--- src/rtl/instruction_fetch_unit.sv ---
// instruction_fetch_unit: owns the fetch PC, drives the instruction ROM and feeds decode through a 2-entry buffer.
// Define FETCH_PERF_EN to build the issued-fetch and stall-cycle counters; otherwise both ports read 0.
module instruction_fetch_unit #(
  parameter int ADDR_W = 32,
  parameter logic [ADDR_W-1:0] RESET_PC = '0
) (
  input  logic              clk,
  input  logic              rst,
  output logic [ADDR_W-1:0] instrAdd,
  input  logic [31:0]       instr,
  output logic [31:0]       instrOut,
  output logic [ADDR_W-1:0] pcOut,
  output logic              instrValid,
  input  logic              instrReady,
  input  logic              redirect,
  input  logic [ADDR_W-1:0] redirectPC,
  input  logic              halt,
  output logic              halted,
  output logic [31:0]       perfFetchCnt,
  output logic [31:0]       perfStallCnt
);
  localparam logic [1:0] RUN     = 2'd0;
  localparam logic [1:0] HALTING = 2'd1;
  localparam logic [1:0] HALTED  = 2'd2;
  logic [1:0]        state_q, state_d;
  logic [ADDR_W-1:0] fetch_pc_q, fetch_pc_d;
  logic              inflight_q, inflight_d;
  logic [ADDR_W-1:0] inflight_pc_q, inflight_pc_d;
  logic [1:0]        cnt_q, cnt_d;
  logic [ADDR_W-1:0] pc0_q, pc0_d, pc1_q, pc1_d;
  logic [31:0]       ins0_q, ins0_d, ins1_q, ins1_d;
  logic              pop, push, issue;
  logic [2:0]        occ;
  logic [1:0]        rem;
  // Credit check counts the in-flight fetch so a capture never finds the buffer full.
  always_comb begin
    pop           = (cnt_q != 2'd0) & instrReady & ~redirect;
    push          = inflight_q & ~redirect;
    occ           = 3'(cnt_q) + 3'(inflight_q) - 3'(pop);
    issue         = (state_q == RUN) & ~halt & ~redirect & (occ < 3'd2);
    fetch_pc_d    = redirect ? redirectPC : issue ? fetch_pc_q + ADDR_W'(1) : fetch_pc_q;
    inflight_d    = issue;
    inflight_pc_d = issue ? fetch_pc_q : inflight_pc_q;
    rem           = cnt_q - 2'(pop);
    cnt_d         = redirect ? 2'd0 : rem + 2'(push);
    pc0_d         = (push & rem == 2'd0) ? inflight_pc_q : pop ? pc1_q : pc0_q;
    ins0_d        = (push & rem == 2'd0) ? instr : pop ? ins1_q : ins0_q;
    pc1_d         = (push & rem == 2'd1) ? inflight_pc_q : pc1_q;
    ins1_d        = (push & rem == 2'd1) ? instr : ins1_q;
    state_d       = halt ? ((state_q == RUN & inflight_q & ~redirect) ? HALTING : HALTED) : RUN;
  end
  always_ff @(posedge clk or negedge rst) begin
    if (!rst) begin
      state_q       <= RUN;
      fetch_pc_q    <= RESET_PC;
      inflight_q    <= 1'b0;
      inflight_pc_q <= '0;
      cnt_q         <= 2'd0;
      pc0_q         <= '0;
      pc1_q         <= '0;
      ins0_q        <= '0;
      ins1_q        <= '0;
    end else begin
      state_q       <= state_d;
      fetch_pc_q    <= fetch_pc_d;
      inflight_q    <= inflight_d;
      inflight_pc_q <= inflight_pc_d;
      cnt_q         <= cnt_d;
      pc0_q         <= pc0_d;
      pc1_q         <= pc1_d;
      ins0_q        <= ins0_d;
      ins1_q        <= ins1_d;
    end
  end
  assign instrAdd   = fetch_pc_q;
  assign instrOut   = ins0_q;
  assign pcOut      = pc0_q;
  assign instrValid = cnt_q != 2'd0;
  assign halted     = state_q == HALTED;
`ifdef FETCH_PERF_EN
  logic [31:0] fetch_cnt_q, stall_cnt_q;
  always_ff @(posedge clk or negedge rst) begin
    if (!rst) begin
      fetch_cnt_q <= '0;
      stall_cnt_q <= '0;
    end else begin
      fetch_cnt_q <= fetch_cnt_q + 32'(issue);
      stall_cnt_q <= stall_cnt_q + 32'(instrValid & ~instrReady);
    end
  end
  assign perfFetchCnt = fetch_cnt_q;
  assign perfStallCnt = stall_cnt_q;
`else
  assign perfFetchCnt = '0;
  assign perfStallCnt = '0;
`endif
endmodule

--- config.mk ---
export PLATFORM = sky130hd
export DESIGN_NAME = instruction_fetch_unit
export DESIGN_NICKNAME = d
export VERILOG_FILES = /design/src/rtl/instruction_fetch_unit.sv
export SDC_FILE = /design/constraint.sdc
export NUM_CORES = 1
export LEC_CHECK = 0
export BUFFER_PORTS_ARGS = -buffer_cell sky130_fd_sc_hd__buf_2
export CORE_ASPECT_RATIO = 1.25
export CORE_UTILIZATION = 55
export CTS_CLUSTER_SIZE = 14
export DETAILED_ROUTE_END_ITERATION = 10
export PLACE_DENSITY = 0.8
export SLEW_MARGIN = 5
export SYNTH_ARGS = -nofsm -noshare
export SYNTH_HDL_FRONTEND = slang
export SYNTH_SLANG_ARGS = --single-unit
--- constraint.sdc ---
create_clock -name clk -period 6.6 [get_ports clk]
set_input_delay 0.33 -clock clk [delete_from_list [all_inputs] [get_ports clk]]
set_output_delay 0.33 -clock clk [all_outputs]
set_load 0.02 [all_outputs]
==> results.txt, run 1 <==
----------------------------------------------------
[Status]
  Outcome ... finished with violations
  Violated checks ... design-rule violations, negative hold slack

[Setup path]
  Class of the most critical setup path ... input pin to flip-flop
  Category of the worst setup path capture point ... flip-flop
  Setup slack on the worst flop-to-flop path ... 2.23 ns
  Required time of the worst setup path ... 6.96 ns
  Largest fanout of any net on the critical path ... 59
  Category of the worst setup path launch point ... input pin
  Critical path data arrival time ... 5.04 ns
  R2r startpoint ... cnt_q[1]$_DFF_PN0_
  Worst setup path start ... redirect

[Final layout]
  Layout-stage area growth over the synthesis result ... 15.4%
  Most frequent cells in the layout ... dfrtp_1 (197), buf_2 (165), nand2_1 (106), mux2_2 (98), o21ai_0 (87)
  Fraction of layout instances using a drive strength above 1 ... 0.329
  Most common cell after layout, fill and taps aside ... dfrtp_1
  Final nets ... 1006
  Utilization of the core after routing ... 0.647

[Global routing]
  Vias in the first global route ... 5966
  Met2 demand-to-capacity share in global routing ... 0.383
  Initial antenna violation count ... 1
  Met3 Resource Use GR ... 0.0437
  Met1 usage in global routing ... 0.305
  First-pass GRT wire length ... 30600 um
  GRT Max-Usage Layer ... met2
  Total global-route track usage ... 0.235
  Maximum number of pins on one net before global-route repair ... 129
  GRT Residual Overflow ... 0

[STA]
  Final worst path period share ... 0.710
  Clock tree skew after final layout ... between 0.008 and 0.009 ns
  Total setup violations reported at the end of the flow ... 0
  Maximum clock frequency ... approximately 210 MHz
  Slew at the pin closest to its max-slew limit ... 1.14 ns
  Unrepaired setup endpoints after global routing ... no
  Setup total negative slack ... 0 ns
  Final critical delay including setup and external delays ... 4.69 ns
  Count of endpoints failing hold in the final timing report ... 8
  Fin. max-slew vios ... 0
  Worst max-slew margin expressed relative to the limit ... 0.237
  Final Hold Slack ... -0.0245 ns

[Power]
  Pwr per Cell Area ... between 300 and 400 nW/um2
  Worst IR Drop VDD ... ~190 uV
  Combinational Power Share ... 0.263
  Leakage power of the design ... a little under 0.005 uW
  Internal power component ... approximately 2700 uW
  Sequential fraction of design power ... 0.459
  Switching portion of total power ... 0.333
  Clock share of power ... 0.279
  Pwr Total ... 4020 uW
  Net switching power figure ... 1340 uW

[Route]
  Total DRC errors in the routed layout ... 2
  Remaining antenna violation count after routing ... 0
  Iter 0 DRT Violations ... 236
  Count of TritonRoute iterations in the first routing pass ... 11
  Routed wire length ... 19000 um
  Average wire length per cell after detail routing ... 16.3 um
  Vias after detailed routing ... 6149
  Detailed-route vias per instance ... 5.29

[Yosys]
  Predominant post-synthesis flop cell ... dfrtp_1
  Total number of yosys warnings ... 0
  Number of enable-type register cells in the synthesized netlist ... 0
  FFs w/ async S/R, synth ... 1.00
  Post-synthesis register bit count ... 197
  Library cells used by synthesis ... between 40 and 50
  Mapped Avg Cell Area ... 11.6 um2
  Post-synthesis cell area ... 9080 um2
  Part of the Yosys area used for sequential elements ... 0.543
  Cell count after synthesis ... around 780

[Clock network]
  Number of sinks handled by clock tree synthesis ... 197
  Worst-Skew Late Latency ... 0.43 ns
  Worst-path clk slew ... 0.07 ns
  Hold-fix buffer count after cts ... 0
  TritonCTS clock tree ... done
  # Post-CTS Setup Buffers ... 0
  CTS root buffer ... clkbuf_16
  Resized Gates After CTS ... 0
  TritonCTS buffer count ... 17
  Max H-tree Level ... 4
  Max clock buf depth ... 2

[Floorplanning]
  Die Footprint ... 17000 um2
  Die width ... 117 um
  Die height ... 146 um
  Effective utilization at floorplan ... 0.560
  Num ports ... 231
  CORE AREA ... 16200 um2
  Rows ... 52

[Min path]
  Worst min-delay path category ... input pin to async pin

[Job]
  Count of max-cap constraint violations ... 0

[Place]
  Final Wtd Congestion ... 0.867
  Post-DP HPWL ... 12600 um
  Port Buffers ... 166

----------------------------------------------------
## worst paths after layout
check	to	cells after the start
min reg2reg	ins1_q[25]$_DFFE_PN0P_	1
min in group clk	instrAdd[1]$_DFFE_PN0P_	3
max reg2reg	instrAdd[28]$_DFFE_PN0P_	12
min	instrOut[5]$_DFFE_PN0P_	1
max in group asynchronous	ins1_q[30]$_DFFE_PN0P_	2
max	instrAdd[28]$_DFFE_PN0P_	12
## registers in the layout (all words and copies together) (netlist names)
signal,count
state_q,2
pc1_q,32
instrAdd,32
ins1_q,32
instrOut,32
pcOut,32
cnt_q,2
inflight_q,1
inflight_pc_q,32
## per-stage QoR
stage                     instances  setup WS [ns]  area, um2
after floorplan                 846           2.61       9320
after global placement         1129           1.57       9830
after detailed placement       1129           1.50       9830
after CTS                      1161           1.91      10500
after global routing           1162           1.57      10500
final                          1162           1.91      10500
## final cells by class
class                           count  area, um2
Sequential cell                   197       4930
Clock inverter                     13        195
Inverter                            7       26.3
Multi-Input combinational cell    537       3720
Antenna cell                        1       2.50
Tap cell                          216        270
Fill cell                        1264       5720
Timing Repair Buffer              172        885
Clock buffer                       19        453
## cell usage after synthesis, types with 5 or more instances
master / count / area (um2)
nand3_1: 17 / 85.1
dfrtp_1: 197 / 4930
nor2_1: 9 / 33.8
buf_4: 65 / 488
buf_2: 17 / 85.1
and3_1: 5 / 31.3
xnor2_1: 7 / 61.3
nand4_1: 12 / 75.1
mux2i_1: 65 / 651
xor2_1: 15 / 131
o211ai_1: 5 / 37.5
mux2_2: 98 / 1100
inv_1: 7 / 26.3
nand2_1: 106 / 398
clkbuf_1: 22 / 82.6
o21ai_0: 87 / 435
## power groups by stage
stage | registers [uW] | logic [uW] | clock network, uW
floorplan | 2070 | 463 | 0
global placement | 1840 | 1030 | 0
detailed placement | 1860 | 1060 | 0
CTS | 1840 | 1070 | 1140
global route | 1900 | 1160 | 1180
finish | 1840 | 1060 | 1120
## layer usage
metal | share of wire | vias up | routed length, um
met1 | 0.42 | 3011 | 7930
met5 | 0 | - | 0
met3 | 0.048 | 32 | 903
met2 | 0.51 | 216 | 9600
li1 | - | 2890 | -
met4 | 0.029 | 0 | 544
## cell families (layout without fill, tap and decap cells)
family                     after synthesis  after routing  synth area share
DFF                                    197            197             0.543
and+or+nand+nor                        182            182            0.0976
muxes                                  163            163             0.193
buffers and inverters                  112            211            0.0763
AOI/OAI and AO/OA                      101            101            0.0606
xor gates and xnor gates                22             22            0.0212
adders and majority gates                5              5           0.00772
other                                    1             65          0.000413
## critical path: stages
cell and delay [ns]:
buf_2 0.72, inv_1 0.44, and3_4 0.46, ha_1 0.42
inv_1 0.12, nand2_1 0.08, fa_1 0.47, or4b_4 0.53
nor4_4 0.65, nand2_1 0.22, or3_1 0.39, a31oi_1 0.16
Note: power is estimated with default switching activity, not from simulation.
==> run 2: changes to the inputs <==
Settings changed: CORE_UTILIZATION 55 to 53, PLACE_DENSITY 0.8 to 0.78.
Clock period 6.6 ns to 4.6 ns, I/O delays scaled along.
==> results.txt, run 2 (same netlist as run 1, synthesis figures left out) <==
----------------------------------------------------
[Route]
  Detailed-route vias per instance ... between 5 and 6
  Iter 0 DRT Violations ... a little over 400
  Count of TritonRoute iterations in the first routing pass ... 5
  Total DRC errors in the routed layout ... 0
  Routed wire length ... roughly 19000 um
  Average wire length per cell after detail routing ... between 15 and 20 um
  Remaining antenna violation count after routing ... 0
  Vias after detailed routing ... slightly above 6000

[Setup path]
  CP dominant cell by count ... nand2_1
  CP max stage delay ... 0.64 ns
  Cell with the largest stage delay on the worst path ... nor4_4
  Category of the worst setup path launch point ... flip-flop
  Largest fanout of any net on the critical path ... 12
  Required time of the worst setup path ... 4.91 ns
  Class of the most critical setup path ... flip-flop to flip-flop
  Worst Reg2Reg Path Length in Cells ... 12
  R2r startpoint ... cnt_q[1]$_DFF_PN0_
  Buffers and inverters on the worst path ... 2
  Crit Reg-Reg Endpoint ... instrAdd[22]$_DFFE_PN0P_
  Setup slack on the worst flop-to-flop path ... 0.78 ns
  Category of cells accounting for the largest share of critical-path delay ... simple AND/OR/NAND/NOR gates
  Critical path data arrival time ... 4.13 ns
  Category of the worst setup path capture point ... flip-flop
  Worst-path cell chain ... inv_1 > nand2_1 > and3_4 > ha_1 > inv_1 > nand2_1 > fa_1 > or4b_4 > nor4_4 > nand2_1 > o311a_1 > a211o_1

[STA]
  Total setup violations reported at the end of the flow ... 0
  Slew at the pin closest to its max-slew limit ... slightly above 0.9 ns
  Count of endpoints failing hold in the final timing report ... 0
  Unrepaired setup endpoints after global routing ... no
  Worst max-slew margin expressed relative to the limit ... 0.397
  Maximum clock frequency ... 262 MHz
  Final worst path period share ... 0.831
  Fin. max-slew vios ... 0
  Clock tree skew after final layout ... 0.0137 ns
  Final critical delay including setup and external delays ... approximately 3.8 ns
  Setup total negative slack ... 0 ns

[Final layout]
  Fraction of layout instances using a drive strength above 1 ... 0.328
  Count of antenna diodes in the layout ... 0
  Count of non-filler cells in the finished layout ... ~1200
  Final-layout fill cell count ... 1394
  Most common cell after layout, fill and taps aside ... dfrtp_1
  Most frequent cells in the layout ... dfrtp_1 (197), buf_2 (165), nand2_1 (106), mux2_2 (98), o21ai_0 (87)
  Final nets ... 1015
  Layout-stage area growth over the synthesis result ... 15.8%

[Clock network]
  TritonCTS clock tree ... done
  Worst-path clk slew ... around 0.07 ns
  Number of sinks handled by clock tree synthesis ... 197
  Worst-Skew Late Latency ... 0.42 ns
  Max H-tree Level ... 4
  # Post-CTS Setup Buffers ... 0
  Max clock buf depth ... 2
  CTS root buffer ... clkbuf_16
  TritonCTS buffer count ... 17

[Min path]
  Worst min-delay path category ... input pin to flip-flop
  Hold Path End ... instrAdd[0]$_DFFE_PN0P_
  Worst hold path stage count ... 3
  Startpoint of the tightest hold check path ... redirectPC[0]

[Global routing]
  Met3 Resource Use GR ... 0.0330
  Met2 demand-to-capacity share in global routing ... 0.362
  First-pass GRT wire length ... approximately 30000 um
  Maximum number of pins on one net before global-route repair ... 129
  Met1 usage in global routing ... 0.292
  GRT Residual Overflow ... 0
  Vias in the first global route ... 6014
  GRT Max-Usage Layer ... met2
  Total global-route track usage ... 0.220
  Initial antenna violation count ... 0

[Job]
  Count of max-cap constraint violations ... 0

[Floorplanning]
  Num ports ... 231
  Die height ... 148 um
  Die width ... 119 um
  CORE AREA ... 16800 um2
  Rows ... between 50 and 60
  Die Footprint ... 17700 um2
  Effective utilization at floorplan ... 0.541

[Power]
  Leakage power of the design ... 0.00489 uW
  Worst IR Drop VDD ... ~260 uV
  Pwr per Cell Area ... 532 nW/um2

[Place]
  Port Buffers ... 166
  Post-DP HPWL ... ~13000 um
  Final Wtd Congestion ... 0.873
  Number of instances in the placed design ... 1135

[Status]
  Outcome ... completed

----------------------------------------------------
## run 2: routing by layer
layer	vias up	part of all wire	routed length [um]
met1	2957	0.44	8140
li1	2918	-	-
met3	24	0.045	845
met5	-	0	0
met2	229	0.50	9390
met4	0	0.017	318
## run 2: where the power goes
part | internal (uW) | switching, uW | total, uW
Clock | 776 | 671 | 1450
Sequential | 2280 | 351 | 2630
Combinational | 617 | 898 | 1520
## run 2: worst register-to-register path: cells and delay by family (launching register included)
family,cells,cell delay [ns]
and+or+nand+nor,6,1.67
DFF,1,0.43
buffers and inverters,2,0.22
adders and majority gates,2,0.80
AOI/OAI and AO/OA,2,0.61
## run 2: how the worst max path moves through the flow
stage,endpoint,startpoint,cells after the start
2_1_floorplan,instrAdd[25]$_DFFE_PN0P_,cnt_q[1]$_DFF_PN0_,16
3_3_place_gp,instrAdd[28]$_DFFE_PN0P_,redirect,12
3_5_place_dp,instrAdd[28]$_DFFE_PN0P_,redirect,12
4_1_cts,instrAdd[28]$_DFFE_PN0P_,cnt_q[1]$_DFF_PN0_,12
5_1_grt,instrAdd[28]$_DFFE_PN0P_,cnt_q[1]$_DFF_PN0_,12
6_report,instrAdd[22]$_DFFE_PN0P_,cnt_q[1]$_DFF_PN0_,12
## run 2: final cells by class
class / count / area, um2 / area share
clock buffer: 18 / 439 / 0.0418
clock inverter: 14 / 145 / 0.0138
inverter: 7 / 26.3 / 0.00250
multi-input combinational: 537 / 3720 / 0.353
sequential: 197 / 4930 / 0.469
tap: 220 / 275 / 0.0262
timing repair buffer: 181 / 982 / 0.0934
## run 2: timing repair
item                       4_1_cts  5_1_grt
setup endpoints to repair        0        0
hold endpoints to repair       119        0
gates resized for setup          0        0
hold buffers                     7        0
## run 2: metrics by stage
step	hold WS (ns)	cell area, um2	utilization	setup WS (ns)	total power, uW
after floorplan	-0.0656	9320	-	0.615	3630
after detailed placement	0.424	9860	0.588	0.654	4200
after global routing	0.0113	10500	0.627	0.577	5910
after CTS	0.000734	10500	0.627	0.791	5650
final	0.0175	10500	0.627	0.778	5600
after global placement	0.414	9860	0.588	0.759	4120
